`src/rtl/alu_arbiter_pkg.sv`:
```
// Shared constants for the two-port ALU arbiter: datapath width,
// ALU function codes and the sequencer state encoding.
package alu_arbiter_pkg;

  localparam int NUM_BITS = 16;

  localparam logic [3:0] FN_ADD  = 4'h0;
  localparam logic [3:0] FN_SUB  = 4'h1;
  localparam logic [3:0] FN_ID   = 4'h2;
  localparam logic [3:0] FN_NOT  = 4'h3;
  localparam logic [3:0] FN_AND  = 4'h4;
  localparam logic [3:0] FN_OR   = 4'h5;
  localparam logic [3:0] FN_NAND = 4'h6;
  localparam logic [3:0] FN_NOR  = 4'h7;
  localparam logic [3:0] FN_XOR  = 4'h8;
  localparam logic [3:0] FN_XNOR = 4'h9;
  localparam logic [3:0] FN_LLS  = 4'hA;
  localparam logic [3:0] FN_LRS  = 4'hB;
  localparam logic [3:0] FN_ALS  = 4'hC;
  localparam logic [3:0] FN_ARS  = 4'hD;
  localparam logic [3:0] FN_TCP  = 4'hE;
  localparam logic [3:0] FN_ZERO = 4'hF;

  typedef enum logic [1:0] {
    ST_IDLE = 2'd0,
    ST_EXEC = 2'd1,
    ST_RESP = 2'd2
  } arb_state_e;

endpackage

```
`src/rtl/alu_arbiter_alu.sv`:
```
// Shared combinational ALU. Shifts move by one bit; overflow is only
// meaningful for ADD and SUB and reads 0 for every other function.
module alu_arbiter_alu #(
  parameter int NUM_BITS = 16
) (
  input  logic [NUM_BITS-1:0] a_i,
  input  logic [NUM_BITS-1:0] b_i,
  input  logic [3:0]          func_i,
  output logic [NUM_BITS-1:0] c_o,
  output logic                overflow_o
);
  import alu_arbiter_pkg::*;

  localparam int MSB = NUM_BITS - 1;

  logic [NUM_BITS-1:0] sum;
  logic [NUM_BITS-1:0] diff;

  assign sum  = a_i + b_i;
  assign diff = a_i - b_i;

  // Function decode; signed overflow is judged from operand and result sign bits
  always_comb begin
    c_o        = '0;
    overflow_o = 1'b0;
    case (func_i)
      FN_ADD: begin
        c_o        = sum;
        overflow_o = (a_i[MSB] == b_i[MSB]) && (sum[MSB] != a_i[MSB]);
      end
      FN_SUB: begin
        c_o        = diff;
        overflow_o = (a_i[MSB] != b_i[MSB]) && (diff[MSB] != a_i[MSB]);
      end
      FN_ID:   c_o = a_i;
      FN_NOT:  c_o = ~a_i;
      FN_AND:  c_o = a_i & b_i;
      FN_OR:   c_o = a_i | b_i;
      FN_NAND: c_o = ~(a_i & b_i);
      FN_NOR:  c_o = ~(a_i | b_i);
      FN_XOR:  c_o = a_i ^ b_i;
      FN_XNOR: c_o = ~(a_i ^ b_i);
      FN_LLS, FN_ALS: c_o = {a_i[MSB-1:0], 1'b0};
      FN_LRS:  c_o = {1'b0, a_i[MSB:1]};
      FN_ARS:  c_o = {a_i[MSB], a_i[MSB:1]};
      FN_TCP:  c_o = -a_i;
      default: c_o = '0;  // FN_ZERO
    endcase
  end

endmodule

```
`src/rtl/alu_arbiter.sv`:
```
// Round-robin arbiter that serialises two requesters through one ALU.
//
//   state   | meaning
//   --------+-----------------------------------------------------------
//   IDLE    | waiting for a request; winner's ready driven combinationally
//   EXEC    | latched operands drive the ALU; result captured at the edge
//   RESP    | result held on the owner's response port until it is taken
module alu_arbiter #(
  parameter int NUM_BITS = alu_arbiter_pkg::NUM_BITS
) (
  input  logic                clk,
  input  logic                reset,
  input  logic                req0_valid,
  output logic                req0_ready,
  input  logic [NUM_BITS-1:0] req0_a,
  input  logic [NUM_BITS-1:0] req0_b,
  input  logic [3:0]          req0_func,
  output logic                resp0_valid,
  input  logic                resp0_ready,
  output logic [NUM_BITS-1:0] resp0_c,
  output logic                resp0_overflow,
  input  logic                req1_valid,
  output logic                req1_ready,
  input  logic [NUM_BITS-1:0] req1_a,
  input  logic [NUM_BITS-1:0] req1_b,
  input  logic [3:0]          req1_func,
  output logic                resp1_valid,
  input  logic                resp1_ready,
  output logic [NUM_BITS-1:0] resp1_c,
  output logic                resp1_overflow
);
  import alu_arbiter_pkg::*;

  arb_state_e          state_q;
  logic                owner_q;
  logic                last_grant_q;
  logic [NUM_BITS-1:0] a_q;
  logic [NUM_BITS-1:0] b_q;
  logic [3:0]          func_q;
  logic [NUM_BITS-1:0] c_q;
  logic                ovf_q;
  logic                resp0_valid_q;
  logic                resp1_valid_q;

  logic                any_req_d;
  logic                grant1_d;
  logic [NUM_BITS-1:0] alu_c;
  logic                alu_ovf;

  // Winner pick: a lone requester wins, a tie goes to whoever was not served last
  always_comb begin
    any_req_d = req0_valid | req1_valid;
    grant1_d  = req1_valid & (~req0_valid | ~last_grant_q);
  end

  assign req0_ready = (state_q == ST_IDLE) & req0_valid & ~grant1_d;
  assign req1_ready = (state_q == ST_IDLE) & grant1_d;

  alu_arbiter_alu #(.NUM_BITS(NUM_BITS)) u_alu (
    .a_i        (a_q),
    .b_i        (b_q),
    .func_i     (func_q),
    .c_o        (alu_c),
    .overflow_o (alu_ovf)
  );

  // Sequencer: accept in IDLE, capture the ALU in EXEC, hold the response in RESP
  always_ff @(posedge clk) begin
    if (reset) begin
      state_q       <= ST_IDLE;
      owner_q       <= 1'b0;
      last_grant_q  <= 1'b1;
      a_q           <= '0;
      b_q           <= '0;
      func_q        <= FN_ZERO;
      c_q           <= '0;
      ovf_q         <= 1'b0;
      resp0_valid_q <= 1'b0;
      resp1_valid_q <= 1'b0;
    end else begin
      case (state_q)
        ST_IDLE: begin
          if (any_req_d) begin
            owner_q <= grant1_d;
            a_q     <= grant1_d ? req1_a : req0_a;
            b_q     <= grant1_d ? req1_b : req0_b;
            func_q  <= grant1_d ? req1_func : req0_func;
            state_q <= ST_EXEC;
          end
        end
        ST_EXEC: begin
          c_q           <= alu_c;
          ovf_q         <= alu_ovf;
          last_grant_q  <= owner_q;
          resp0_valid_q <= ~owner_q;
          resp1_valid_q <= owner_q;
          state_q       <= ST_RESP;
        end
        ST_RESP: begin
          if (owner_q ? resp1_ready : resp0_ready) begin
            resp0_valid_q <= 1'b0;
            resp1_valid_q <= 1'b0;
            state_q       <= ST_IDLE;
          end
        end
        default: state_q <= ST_IDLE;
      endcase
    end
  end

  assign resp0_valid    = resp0_valid_q;
  assign resp1_valid    = resp1_valid_q;
  assign resp0_c        = c_q;
  assign resp1_c        = c_q;
  assign resp0_overflow = ovf_q;
  assign resp1_overflow = ovf_q;

endmodule
```
`config.mk`:
```
export PLATFORM = sky130hd
export DESIGN_NAME = alu_arbiter
export DESIGN_NICKNAME = d
export VERILOG_FILES = /design/src/rtl/alu_arbiter_pkg.sv /design/src/rtl/alu_arbiter_alu.sv /design/src/rtl/alu_arbiter.sv
export SDC_FILE = /design/constraint.sdc
export NUM_CORES = 1
export LEC_CHECK = 0
export ABC_AREA = 1
export BUFFER_PORTS_ARGS = -buffer_cell sky130_fd_sc_hd__buf_4
export CAP_MARGIN = 10
export CORE_MARGIN = 3
export CORE_UTILIZATION = 35
export DETAILED_ROUTE_END_ITERATION = 7
export PLACE_DENSITY = 0.65
export SKIP_LAST_GASP = 1
export SYNTH_ARGS = -nofsm -noshare
export SYNTH_HDL_FRONTEND = slang
export SYNTH_HIERARCHICAL = 1
export SYNTH_SLANG_ARGS = --single-unit
```
`constraint.sdc`:
```
create_clock -name clk -period 3.8 [get_ports clk]
set_clock_uncertainty 0.1 [all_clocks]
set_input_delay 0.95 -clock clk [delete_from_list [all_inputs] [get_ports clk]]
set_output_delay 0.95 -clock clk [all_outputs]
set_load 0.005 [all_outputs]
```
; ---- Word-level counts from Yosys, hierarchy flattened
; Cells that the tools add are included.
[totals]
reg_bits = 59
out_inout_bits = 38
inputBits = 78
[op_classes]
n_reduce_logical = 9
addsub = 3
n_mux = 12
bitwise = 17
eq_ne = 22
[ops]
columns = operator, count
row1 = case mux 16 bit (14 select lines), 1
row2 = inverter 16 bit, 4
row3 = 2-to-1 mux 16 bit, 2
row4 = "== test 4 bit, second input constant", 7
row5 = adder 16 bit, 1
row6 = AND 16 bit, 1
row7 = "== test 4 x 3 -> 1 bit, second input constant", 4
row8 = negation 16 bit, 1
row9 = OR 16 bit, 1
row10 = subtractor 16 bit, 1
row11 = XOR 16 bit, 1
row12 = "== test 4 x 2 -> 1 bit, second input constant", 2
row13 = case mux 1 bit (2 select lines), 3
row14 = case mux 2 bit (3 select lines), 1
row15 = AND reduction 2 bit, 3
row16 = AND 1 bit, 4
row17 = "== test 4 x 1 -> 1 bit, second input constant", 1
row18 = zero test 4 bit, 1
row19 = 2-to-1 mux 2 bit, 2
row20 = 2-to-1 mux 4 bit, 1
row21 = "inequality test 2 bit, second input constant", 2
row22 = inverter 1 bit, 4
row23 = inequality test 1 bit, 3
row24 = "== test 2 x 1 -> 1 bit, second input constant", 1
row25 = 8 further kinds, 11

; ---- Depth between registers and ports, before layout
[depth]
depth_word = 5
ltp_mapped = 16

; ---- Cells and area by module
; The synthesis kept the hierarchy.
[by_module_without_submodules]
columns = module, area_per_inst_um2, instances, cells_per_inst
row1 = alu_arbiter_alu, 3952.5, 1, 807
row2 = alu_arbiter, 2778.9, 1, 427

; ---- Least setup slack after synthesis
; OpenSTA, ideal clock, no wires.
[synth_path]
path_kind = input -> output
startpoint = in req0_valid
endpoint = out req0_ready
required_ps = 2750
arrival_ps = 1454
setup_slack_ps = 1296
stages = 5
path_buffers = 1
path_cell_list = nand2_1 nand2_2 inv_2 buf_4 nor3_1
[synth_between]
elab_chain_len = 5
[synth_rtl]
columns = element, line_no
row1 = "start, declared", alu_arbiter.sv:13  ; input logic req0_valid,
row2 = inverter 1 bit, alu_arbiter.sv:53  ; grant1_d = req1_valid & (~req0_valid | ~last_grant_q);
row3 = OR 1 bit, alu_arbiter.sv:53
row4 = AND 1 bit, alu_arbiter.sv:53
row5 = inverter 1 bit, alu_arbiter.sv:56  ; assign req0_ready = (state_q == ST_IDLE) & req0_valid & ~grant1_d;
row6 = AND 1 bit (*), alu_arbiter.sv:56
row7 = "end, declared", alu_arbiter.sv:14  ; output logic req0_ready,
; Mark *: on every way between the ends. The rest lies on a longest branch, timed or not.

; ---- Worst setup path after layout
[layout_path]
startpoint = in req0_valid
endpoint = out req1_ready
[layout_between]
elab_chain_len = 4
[layout_rtl]
columns = element, line_no
row1 = inverter 1 bit, alu_arbiter.sv:53
row2 = OR 1 bit, alu_arbiter.sv:53
row3 = AND 1 bit, alu_arbiter.sv:53
row4 = AND 1 bit, alu_arbiter.sv:57  ; assign req1_ready = (state_q == ST_IDLE) & grant1_d;
row5 = "end, declared", alu_arbiter.sv:23  ; output logic req1_ready,
; No other way between the ends.

==> flow_summary.toml <==
[critical_path]
regToRegSetupSlack_ns = 1.24
r2r_cells = 13
worstPathArrival_ns = 1.54
worstSetupStartpointType = "primary input"
crit_type = "primary input to output port"
crit_path_max_fanout = 6
cp-end-kind = "output port"
regToRegStartpoint = "a_q[1]$_SDFFE_PP0P_"
rr_endpoint = "resp0_c[14]$_SDFFE_PP0P_"
cp_data_required_time_ns = 2.75

[cts]
tritoncts = "done"
numCtsBuffers = 9
clock-root-buffer = "clkbuf_16"
h-tree-depth = 3
postCtsSetupBuffers = 0
clockBufferDepth = 2
cts_hold_buf = 0
cts.sinks = 59
clkLatencyLatePin_ns = 0.34
cts_resized = 0
path_clk_slew_ns = 0.06

[power]
switchingPower_uw = 1341
internal_power_uw = 1684
power.density_nw_per_um2 = 383.8
switching_share_pct = 44.33
clkPwrFrac_pct = 26.7
ir_drop_v = 0.0002276
power_frac_comb_pct = 46.9
p_leak_uw = 0.004077
seqPwrFrac_pct = 26.4

[route]
avgViaCountPerCell = 4.952
vias = 7760
wl_um = 23200
routedWlPerCell_um = 14.80
ant_nets = 0
drt_pre_antenna_iters = 5
drcViolationCount = 0
dr.first_iter.drc_count = 695

[global_route]
grt_max_degree = 70
grt_pass1_vias = 7075
gr-total-overflow = 0
grt_pass1_wl_um = 36540
track_usage_pct = 22.18
antenna_found_initial = 0

[floorplanning]
die-area_um2 = 20930
ios = 116
coreArea_um2 = 18830
die_x_um = 144.7
start_util_pct = 35.75
row_count = 50
die_h_um = 144.7

[place]
dp.cells = 1550
place_congestion = 0.9840
port-buffer-count = 115
place_hpwl_um = 17900

[cells_and_area]
syn_to_final_growth_pct = 17.08
fin_cells = 1567
mostFrequentLayoutCells = "nand2_1 (336), nor2_1 (233), inv_1 (158)"
finalNetCount = 1435
diodes = 0
final_common_cell = "nand2_1"
drive_above_1_share_pct = 11.86

[min_path]
hold_end = "resp1_valid$_SDFFE_PP0P_"
worstHoldStart = "resp1_valid$_SDFFE_PP0P_"
hold_path.class = "flip-flop to flip-flop"
hold_path_depth = 2

[timing]
min_period_ns = 2.592
tns_ns = 0
fmax_mhz = 385.9
relSlewSlack_pct = 22.09
finalHoldWorstSlack_ns = 0.3788
finalSetupViolations = 0
tightest_slew_ns = 1.164
hold_viol = 0
finalCritPeriodShare_pct = 68.20
report.final.slew_viol_count = 0
rsz0062_at_grt = "no"

[logic_synthesis]
ys_types = 32
ys_warn_count = 6
netlist_instances = 1234
seq_area_frac_synth_pct = 17.55
syn-cell-area_um2 = 6731
synth_seq_cells = 59
synth.avg_cell_area_um2 = 5.455
synth_nets = 1367

[outcome]
outcome = "finished, final reports clean"

[flow_run]
cap_violations = 0
==> flip-flops by register name (all words and copies together), names as in the netlist <==
register        count
resp1_valid         1
resp0_valid         1
last_grant_q        1
resp0_c            16
func_q              4
resp0_overflow      1
a_q                16
owner_q             1
state_q             2
b_q                16
==> power groups by stage <==
stage	combinational [µW]	clock, µW	sequential, µW
after global routing	1600	851	814
after detailed placement	1390	0	809
after CTS	1390	827	797
after floorplan	991	0	777
final	1420	807	799
after global placement	1380	0	806
==> critical path, cell delays in order <==
cell and delay, ns:
buf_4 0.12, nand2_1 0.07, nand2_2 0.08, inv_2 0.10
nand2_1 0.08, inv_1 0.05, buf_4 0.09
==> cells in the mapped netlist <==
master / number / area (µm²)
ha_1: 53 / 663.1
o211ai_1: 3 / 22.52
xor2_1: 2 / 17.52
clkbuf_1: 11 / 41.29
nand3_1: 89 / 445.4
dfxtp_1: 59 / 1181
a21oi_1: 39 / 195.2
inv_2: 7 / 26.28
buf_6: 2 / 22.52
o22ai_1: 9 / 56.30
o21ai_1: 8 / 40.04
inv_1: 158 / 593.1
and2_1: 2 / 12.51
fa_1: 2 / 40.04
nand2_1: 336 / 1261
or2_2: 1 / 6.260
buf_4: 26 / 195.2
nor2_4: 2 / 22.52
o21a_1: 1 / 7.510
nor3_1: 11 / 55.05
nor2_1: 233 / 874.6
buf_2: 25 / 125.1
o2111ai_1: 2 / 17.52
o21ai_0: 121 / 605.6
nand4_1: 14 / 87.58
nand2_2: 2 / 12.51
o21bai_1: 3 / 22.52
clkbuf_2: 1 / 5.000
nand3b_1: 4 / 30.03
clkinv_1: 2 / 7.510
nor2_2: 5 / 31.28
a211oi_1: 1 / 7.510
==> per-stage QoR <==
| stage | utilization, % | total power [µW] | setup WS, ns | instance area [µm²] |
|---|---|---|---|---|
| floorplan | - | 1767 | 1.296 | 6731 |
| global placement | 40.23 | 2186 | 1.222 | 7576 |
| detailed placement | 40.23 | 2195 | 1.207 | 7576 |
| CTS | 41.79 | 3017 | 1.204 | 7870 |
| global route | 41.85 | 3265 | 1.017 | 7881 |
| finish | 41.85 | 3025 | 1.208 | 7881 |
==> routing by layer <==
metal	part of all wire, %	track usage [%]	wire length [µm]
met5	0	0	0
met4	4.0	9.720	920
met3	7.9	4.962	1828
met2	43	33.43	9930
met1	45	30.37	10520
==> cells by family after synthesis <==
family                     Yosys count  share of synthesized area, %
and+or+nand+nor                    699                         42.17
DFF                                 59                         17.55
adders and majority gates           55                         10.45
xor gates and xnor gates             2                        0.2603
AOI/OAI and AO/OA                  187                         14.48
buffers and inverters              232                         15.09
==> how the worst max path moves through the flow <==
stage	startpoint	endpoint	slack (ns)	depth (start not counted)
6_report	req0_valid	req1_ready	1.21	7
4_1_cts	req0_valid	req1_ready	1.20	7
2_1_floorplan	req0_valid	req0_ready	1.30	5
3_5_place_dp	req0_valid	req0_ready	1.21	6
5_1_grt	a_q[8]$_SDFFE_PP0P_	resp0_c[15]$_SDFFE_PP0P_	1.02	14
3_3_place_gp	req0_valid	req1_ready	1.22	7
==> final cells by class <==
type / instances / area (µm²)
Fill cell: 2077 / 10950
Multi-Input combinational cell: 943 / 4534
Sequential cell: 59 / 1181
Timing Repair Buffer: 122 / 919.6
Inverter: 167 / 626.9
Tap cell: 260 / 325.3
Clock buffer: 9 / 225.2
Clock inverter: 7 / 68.82
Note: power is estimated with default switching activity, not from simulation.
